File: src/rtl/selector_loader.sv
// selector_loader: framed byte-stream loader for a downstream mux routing map
module selector_loader #(
    parameter int INPUT_COUNT = 16,
    parameter int OUTPUT_COUNT = 16,
    parameter int TIMEOUT = 1000,
    localparam int SEL_W = $clog2(OUTPUT_COUNT)
) (
    input  logic                              clk,
    input  logic                              rst,
    input  logic                              in_valid,
    input  logic [7:0]                        in_data,
    output logic                              in_ready,
    output logic [0:SEL_W*OUTPUT_COUNT-1]     selectors,
    output logic                              updated,
    output logic                              error
);
    localparam int MAP_W = SEL_W * OUTPUT_COUNT;
    localparam int IW = $clog2(TIMEOUT + 1);

    function automatic logic [0:MAP_W-1] identity_map();
        logic [0:MAP_W-1] m;
        m = '0;
        for (int i = 0; i < OUTPUT_COUNT; i++) m[i*SEL_W +: SEL_W] = SEL_W'(i);
        return m;
    endfunction

    localparam logic [0:MAP_W-1] IDENTITY = identity_map();

    typedef enum logic [1:0] {IDLE, PAYLOAD, CHECK, COMMIT} state_t;

    state_t state, state_nx;
    logic [SEL_W-1:0] cnt;
    logic [7:0] csum;
    logic bad;
    logic [IW-1:0] idle_cnt;
    logic [0:MAP_W-1] shadow;
    logic err_nx;
    logic accept;
    logic timed_out;

    assign in_ready = state != COMMIT;
    assign accept = in_valid && in_ready;
    assign timed_out = !accept && idle_cnt == IW'(TIMEOUT - 1);

    // state register
    always_ff @(posedge clk or posedge rst)
        if (rst) state <= IDLE;
        else state <= state_nx;

    // next state and reject decision; a header byte inside a frame is plain data
    always_comb begin
        state_nx = state;
        err_nx = 1'b0;
        case (state)
            IDLE: state_nx = (accept && in_data == 8'hA5) ? PAYLOAD : IDLE;
            PAYLOAD: begin
                state_nx = (accept && cnt == SEL_W'(OUTPUT_COUNT - 1)) ? CHECK : timed_out ? IDLE : PAYLOAD;
                err_nx = timed_out;
            end
            CHECK: begin
                state_nx = accept ? ((in_data == csum && !bad) ? COMMIT : IDLE) : timed_out ? IDLE : CHECK;
                err_nx = accept ? (in_data != csum || bad) : timed_out;
            end
            default: state_nx = IDLE;
        endcase
    end

    // frame datapath: shadow capture, checksum, idle timer, commit and pulses
    always_ff @(posedge clk or posedge rst)
        if (rst) begin
            cnt <= '0;
            csum <= '0;
            bad <= 1'b0;
            idle_cnt <= '0;
            shadow <= IDENTITY;
            selectors <= IDENTITY;
            updated <= 1'b0;
            error <= 1'b0;
        end else begin
            error <= err_nx;
            updated <= state == COMMIT;
            idle_cnt <= ((state == PAYLOAD || state == CHECK) && !accept) ? idle_cnt + 1'b1 : '0;
            if (state == COMMIT) selectors <= shadow;
            if (state == IDLE) begin
                cnt <= '0;
                csum <= '0;
                bad <= 1'b0;
            end
            if (state == PAYLOAD && accept) begin
                shadow[cnt*SEL_W +: SEL_W] <= in_data[SEL_W-1:0];
                csum <= csum ^ in_data;
                bad <= bad || 32'(in_data) >= INPUT_COUNT;
                cnt <= cnt + 1'b1;
            end
        end
endmodule

File: config.mk
export PLATFORM = sky130hd
export DESIGN_NAME = selector_loader
export DESIGN_NICKNAME = d
export VERILOG_FILES = /design/src/rtl/selector_loader.sv
export SDC_FILE = /design/constraint.sdc
export NUM_CORES = 1
export LEC_CHECK = 0
export ABC_AREA = 1
export BUFFER_PORTS_ARGS = -buffer_cell sky130_fd_sc_hd__buf_2
export CELL_PAD_IN_SITES_DETAIL_PLACEMENT = 0
export CELL_PAD_IN_SITES_GLOBAL_PLACEMENT = 1
export CORE_ASPECT_RATIO = 2
export CORE_MARGIN = 3
export CORE_UTILIZATION = 47
export CTS_CLUSTER_SIZE = 25
export DETAILED_ROUTE_END_ITERATION = 6
export PLACE_DENSITY_LB_ADDON = 0.05
export SYNTH_ARGS = -nofsm -noshare
export SYNTH_HDL_FRONTEND = slang
export SYNTH_SLANG_ARGS = --single-unit
File: constraint.sdc
create_clock -name clk -period 9.24 [get_ports clk]
set_clock_uncertainty 0.1 [all_clocks]
set_input_delay 1.386 -clock clk [delete_from_list [all_inputs] [get_ports clk]]
set_output_delay 1.386 -clock clk [all_outputs]
set_load 0.02 [all_outputs]
==> metrics.yaml, run 1 <==
status:
  status: "complete, no violations"
timing:
  fin_crit_ns: 2.75
  tightestPinTransition_ns: 0.894
  setup_viol: 0
  tns_ns: 0
  rsz0062_at_grt: "no"
  fin_crit_sh_pct: 29.8
  finalHoldViolations: 0
  max_freq_mhz: 363
  drv_slew: 0
  slew_headroom_pct: 40.4
die:
  pin_count: 78
  die_area_um2: 15400
  core-area_um2: 13500
  die_w_um: 89.3
  die_h_um: 173
  start_util_pct: 48.3
  rows: 60
clock_network:
  cts_tree: "done"
  clk_pin_slew_ns: 0.06
  cts_root_buffer: "clkbuf_16"
  clkLatencyLatePin_ns: 0.42
  cts_max_level: 4
  clock-sinks: 155
  cts_setup_buffers: 0
  clock_path_buffers: 2
  cts_buffers: 17
  cts_resized: 0
  postCtsHoldBufs: 0
power:
  total_power_mw: 1.39
  powerDensity_nw_per_um2: 183
  vdd_ir_drop_max_v: 0.000128
  p_leak_nw: 3.83
synth:
  yosysSeqAreaShare_pct: 60.6
  synth_area_leaders: "dfrtp_1 (35%), dfstp_2 (26%), nand2_1 (19%)"
  avgSynthCellArea_um2: 8.85
  syn_area_um2: 6530
  yosys_register_bits: 155
  synth_top_area_share_pct: 34.9
  synth_cell_types: 33
  syn_inst: 738
  ys_warn_count: 0
  synth_top_area_cell: "dfrtp_1"
  syn_nets: 760
detailed_routing:
  avgViaCountPerCell: 5.01
  drtIter0Drc: 246
  drt_wl_total_um: 14800
  postRouteAntennaNets: 0
  drt_first_pass_iters: 4
  drc: 0
  post_drt_wl_per_cell_um: 15.0
  num_vias: 4937
global_route:
  grt_pass1_vias: 4950
  grt_pass1_wl_um: 24500
  gr-total-overflow: 0
  gr-usage-all-layers_pct: 20.5
  antenna_found_initial: 0
  grt_max_degree: 102
final_layout:
  fin_area_um2: 7610
  n_antenna_cell: 0
  drive_gt1_share_pct: 24.4
  syn2layout_area_growth_pct: 16.5
  final_common_cell: "nand2_1"
  layout.nets: 840
  mostFrequentLayoutCells: "nand2_1 (330), dfrtp_1 (91), buf_2 (77)"
setup_path:
  crit_path_start_kind: "flop"
  cp_data_arrival_time_ns: 1.27
  endpoint_kind: "primary output"
  worstSetupPathType: "reg -> out"
  cp_slowest_stage_delay_ns: 0.41
  path_max_fanout: 3
  path_cells: "ha_2, inv_2, buf_2"
  crit_slowest_cell: "dfrtp_1"
  crit_required_ns: 7.75
  crit_buf_inv: 2
  critPathTopFamily: "flip-flops"
flow_run:
  drv_cap: 0
placement:
  placed_cell_area_um2: 7060
  gp_congestion: 0.836
  post-dp-hpwl_um: 10500
  io_buffers: 77
min_path:
  min_path_type: "reg -> reg"
-- state kept, by name, summed over array words and instances (netlist names) --
| name | count |
|---|---|
| selectors | 64 |
| shadow | 64 |
| idle_cnt | 10 |
| csum | 8 |
| cnt | 4 |
| state | 2 |
| bad | 1 |
| error | 1 |
| updated | 1 |
-- cell usage after synthesis, drive strengths merged --
cell type / number
o31ai: 5
o41ai: 4
clkinv: 2
a21oi: 8
nand4: 4
ha: 11
dfstp: 64
xor2: 3
o21ai: 49
nand2: 332
a31oi: 1
nand3: 13
inv: 56
nor3: 9
clkbuf: 12
nor2: 51
a21boi: 1
or2: 1
o22ai: 8
nor4: 1
buf: 7
a22oi: 1
dfrtp: 91
a22o: 2
nor3b: 2
-- layer usage --
metal | track usage (%) | share of wire (%) | up-vias
li1 | - | - | 2482
met1 | 22.8 | 40 | 2346
met2 | 38.0 | 56 | 96
met3 | 3.67 | 2.5 | 13
met4 | 6.71 | 1.6 | 0
met5 | 0 | 0 | -
-- worst paths after layout --
path | slack [ns] | endpoint | cells past startpoint | from
hold / removal | 0.36 | selectors[17] | 2 | shadow[17]
setup / recovery | 6.49 | in_ready | 3 | state[0]
min in group asynchronous | 1.03 | selectors[20] | 2 | rst
max in group asynchronous | 6.74 | selectors[8] | 3 | rst
hold reg to reg | 0.36 | selectors[17] | 2 | shadow[17]
setup reg to reg | 6.52 | shadow[20] | 11 | state[0]
-- layout make-up --
type	instances	area, µm²
Clock inverter	13	109
Sequential cell	155	3960
Multi-Input combinational cell	506	2270
Clock buffer	19	443
Tap cell	155	194
Fill cell	1276	5900
Inverter	58	223
Timing Repair Buffer	80	408
-- worst min-delay path: cells and delay by family, from the launching register on --
kind,cells,cell delay (ns)
DFF,1,0.37
and+or+nand+nor,2,0.08
-- metrics by stage --
step	util [%]	worst slack [ns]	hold slack [ns]	std cells
floorplan	-	3.68	0.337	738
global placement	52.2	6.27	0.346	954
detailed placement	52.2	6.22	0.348	954
CTS	56.3	6.44	0.358	986
global route	56.3	6.20	0.361	986
finish	56.3	6.49	0.356	986
-- report_power, final --
part / internal (mW) / leakage [nW] / total (mW) / switching, mW
Clock: 0.357 / 0.252 / 0.645 / 0.288
Sequential: 0.689 / 1.92 / 0.695 / 0.00612
Combinational: 0.0114 / 1.66 / 0.0495 / 0.0382
-- cells by family (layout without fill, tap and decap cells) --
group,after synthesis,after routing,synth area share [%]
xor+xnor,3,3,0.402
flops,155,155,60.6
compound gates,79,79,6.84
fa+ha+maj,11,11,2.11
buf+inv,77,170,4.60
simple gates,413,413,25.4
(Power assumes the default switching activity.)
==> inputs of run 2 (changes only) <==
--- a/config.mk
+++ b/config.mk
@@ -11,7 +11,7 @@
 export CELL_PAD_IN_SITES_GLOBAL_PLACEMENT = 1
 export CORE_ASPECT_RATIO = 2
 export CORE_MARGIN = 3
-export CORE_UTILIZATION = 47
+export CORE_UTILIZATION = 40
 export CTS_CLUSTER_SIZE = 25
 export DETAILED_ROUTE_END_ITERATION = 6
 export PLACE_DENSITY_LB_ADDON = 0.05
==> constraint.sdc (replaced) <==
create_clock -name clk -period 2.5 [get_ports clk]
set_clock_uncertainty 0.1 [all_clocks]
set_input_delay 0.375 -clock clk [delete_from_list [all_inputs] [get_ports clk]]
set_output_delay 0.375 -clock clk [all_outputs]
set_load 0.02 [all_outputs]
==> run 2 against run 1 <==
Final area up 2.0%. Register-to-register slack worse by 6.0 ns. Combinational power rose to 4.1 times the previous value. Core utilization down 7.4 points. Flip-flop and latch count unchanged. Worst hold slack worse by 0.14 ns. Die area up 17%. Clock power rose to 3.9 times the previous value. Critical path type unchanged. Largest cell class unchanged. Highest routed layer unchanged.
==> metrics.yaml, run 2 (synthesized netlist as in run 1, its figures left out) <==
detailed_routing:
  post_drt_wl_per_cell_um: 15.1  # +0.66%
  drtIter0Drc: 226  # -8.1%
  num_vias: 4994  # +1.2%
  drc: 0  # unchanged
  postRouteAntennaNets: 0  # unchanged
  avgViaCountPerCell: 4.82  # -3.8%
  drt_wl_total_um: 15600  # +5.9%
  drt_first_pass_iters: 5  # +1
timing:
  rsz0062_at_grt: "no"
  finalHoldViolations: 0  # unchanged
  max_freq_mhz: 424
  tightestPinTransition_ns: 0.688  # -0.205 ns
  drv_slew: 0  # unchanged
  fin_crit_sh_pct: 94.3
  slew_headroom_pct: 54.0  # +14 points
  fin_hold_ws_ns: 0.215  # -0.141 ns
  fin_ws_ns: 0.142  # -6.35 ns
  setup_viol: 0  # unchanged
  tns_ns: 0  # unchanged
  fin_crit_ns: 2.36
die:
  die_w_um: 96.3  # +7.8%
  die_h_um: 187  # +8.1%
  pin_count: 78  # unchanged
  die_area_um2: 18000  # +17%
  core-area_um2: 15900  # +17%
  rows: 65  # +8.3%
  start_util_pct: 41.2  # -7.1 points
flow_run:
  drv_cap: 0  # unchanged
clock_network:
  clkLatencyLatePin_ns: 0.42  # about the same
  clk_pin_slew_ns: 0.06  # about the same
  cts_tree: "done"
  clock-sinks: 155  # unchanged
  cts_root_buffer: "clkbuf_16"
  cts_max_level: 4  # unchanged
  cts_buffers: 17  # unchanged
  clock_path_buffers: 2  # unchanged
global_route:
  antenna_found_initial: 0  # unchanged
  grt_max_degree: 68  # -33%
  gr-usage-all-layers_pct: 18.9  # -1.7 points
  grt_pass1_wl_um: 26100  # +6.7%
  grt_pass1_vias: 5277  # +6.6%
  gr-total-overflow: 0  # unchanged
final_layout:
  fillCellCount: 1596  # +25%
  layout.nets: 845  # +0.60%
  multiInputGateArea_um2: 2270  # unchanged
  drive_gt1_share_pct: 24.6  # +0.21 points
  largestRegisters: "selectors (64), shadow (64), idle_cnt (10)"
  seq_area_um2: 3960  # unchanged
  syn2layout_area_growth_pct: 18.9
  mostFrequentLayoutCells: "nand2_1 (330), dfrtp_1 (91), buf_2 (77)"
  final_common_cell: "nand2_1"
  n_antenna_cell: 0  # unchanged
power:
  powerDensity_nw_per_um2: 678  # +270%
  p_leak_nw: 3.88  # +1.4%
  vdd_ir_drop_max_v: 0.000445  # +250%
placement:
  gp_congestion: 0.804  # -3.9%
  pre_cts_slack_ns: 0.523  # -5.70 ns
  io_buffers: 77  # unchanged
  post-dp-hpwl_um: 11500  # +9.2%
setup_path:
  cp_data_arrival_time_ns: 1.88  # +0.61 ns
  path_max_fanout: 67  # +64
  worstSetupPathType: "reg -> out"
  crit_required_ns: 2.03  # -5.72 ns
  crit_path_start_kind: "flop"
  endpoint_kind: "primary output"
min_path:
  min_path_type: "in -> reg"
status:
  status: "complete, no violations"
run 2: final timing paths:
| check | from | to | slack (ns) | cells after the start |
|---|---|---|---|---|
| min reg2reg | shadow[40] | selectors[40] | 0.35 | 2 |
| min | in_data[2] | shadow[61] | 0.22 | 3 |
| max reg2reg | state[0] | shadow[23] | 0.54 | 10 |
| max | state[0] | in_ready | 0.14 | 4 |
| max in group asynchronous | rst | shadow[57] | 1.08 | 4 |
| min in group asynchronous | rst | selectors[5] | 0.52 | 3 |
run 2: repair_timing:
| item | 4_1_cts | 5_1_grt |
|---|---|---|
| hold buffers | 1 | 0 |
| gates resized for setup | 0 | 0 |
| buffers inserted | 0 | 0 |
| hold endpoints to repair | 13 | 0 |
run 2: layout make-up:
class / count / area share, %
Clock inverter: 12 / 1.60
Timing Repair Buffer: 85 / 6.26
Sequential cell: 155 / 51.0
Tap cell: 201 / 3.24
Clock buffer: 20 / 5.76
Inverter: 58 / 2.85
Multi-Input combinational cell: 506 / 29.3
run 2: through the flow:
| stage | std cells | cell area, µm² | util, % | power [mW] |
|---|---|---|---|---|
| 2_1_floorplan | 738 | 6530 | - | 2.73 |
| 3_3_place_gp | 1004 | 7180 | 45.3 | 2.81 |
| 3_5_place_dp | 1004 | 7180 | 45.3 | 2.81 |
| 4_1_cts | 1037 | 7760 | 48.9 | 5.32 |
| 5_1_grt | 1037 | 7760 | 48.9 | 5.45 |
| 6_report | 1037 | 7760 | 48.9 | 5.26 |
run 2: worst max-delay path, stage by stage (launching register included):
cell and delay [ns]:
dfrtp_1 0.40, ha_2 0.20, inv_2 0.06, buf_4 0.49, buf_2 0.28
run 2: power breakdown:
part	switching, mW	total [mW]	leakage, nW	internal (mW)
Sequential	0.0213	2.57	1.92	2.55
Combinational	0.146	0.201	1.69	0.0541
Clock	1.00	2.49	0.272	1.49
run 2: layer usage:
metal  GRT usage [%]  wire (µm)  vias to the layer above
met5               0          0                        -
met3            2.90        433                       28
li1                -          -                     2486
met4            8.00        493                        0
met1            20.1       5870                     2394
met2            35.2       8830                       86
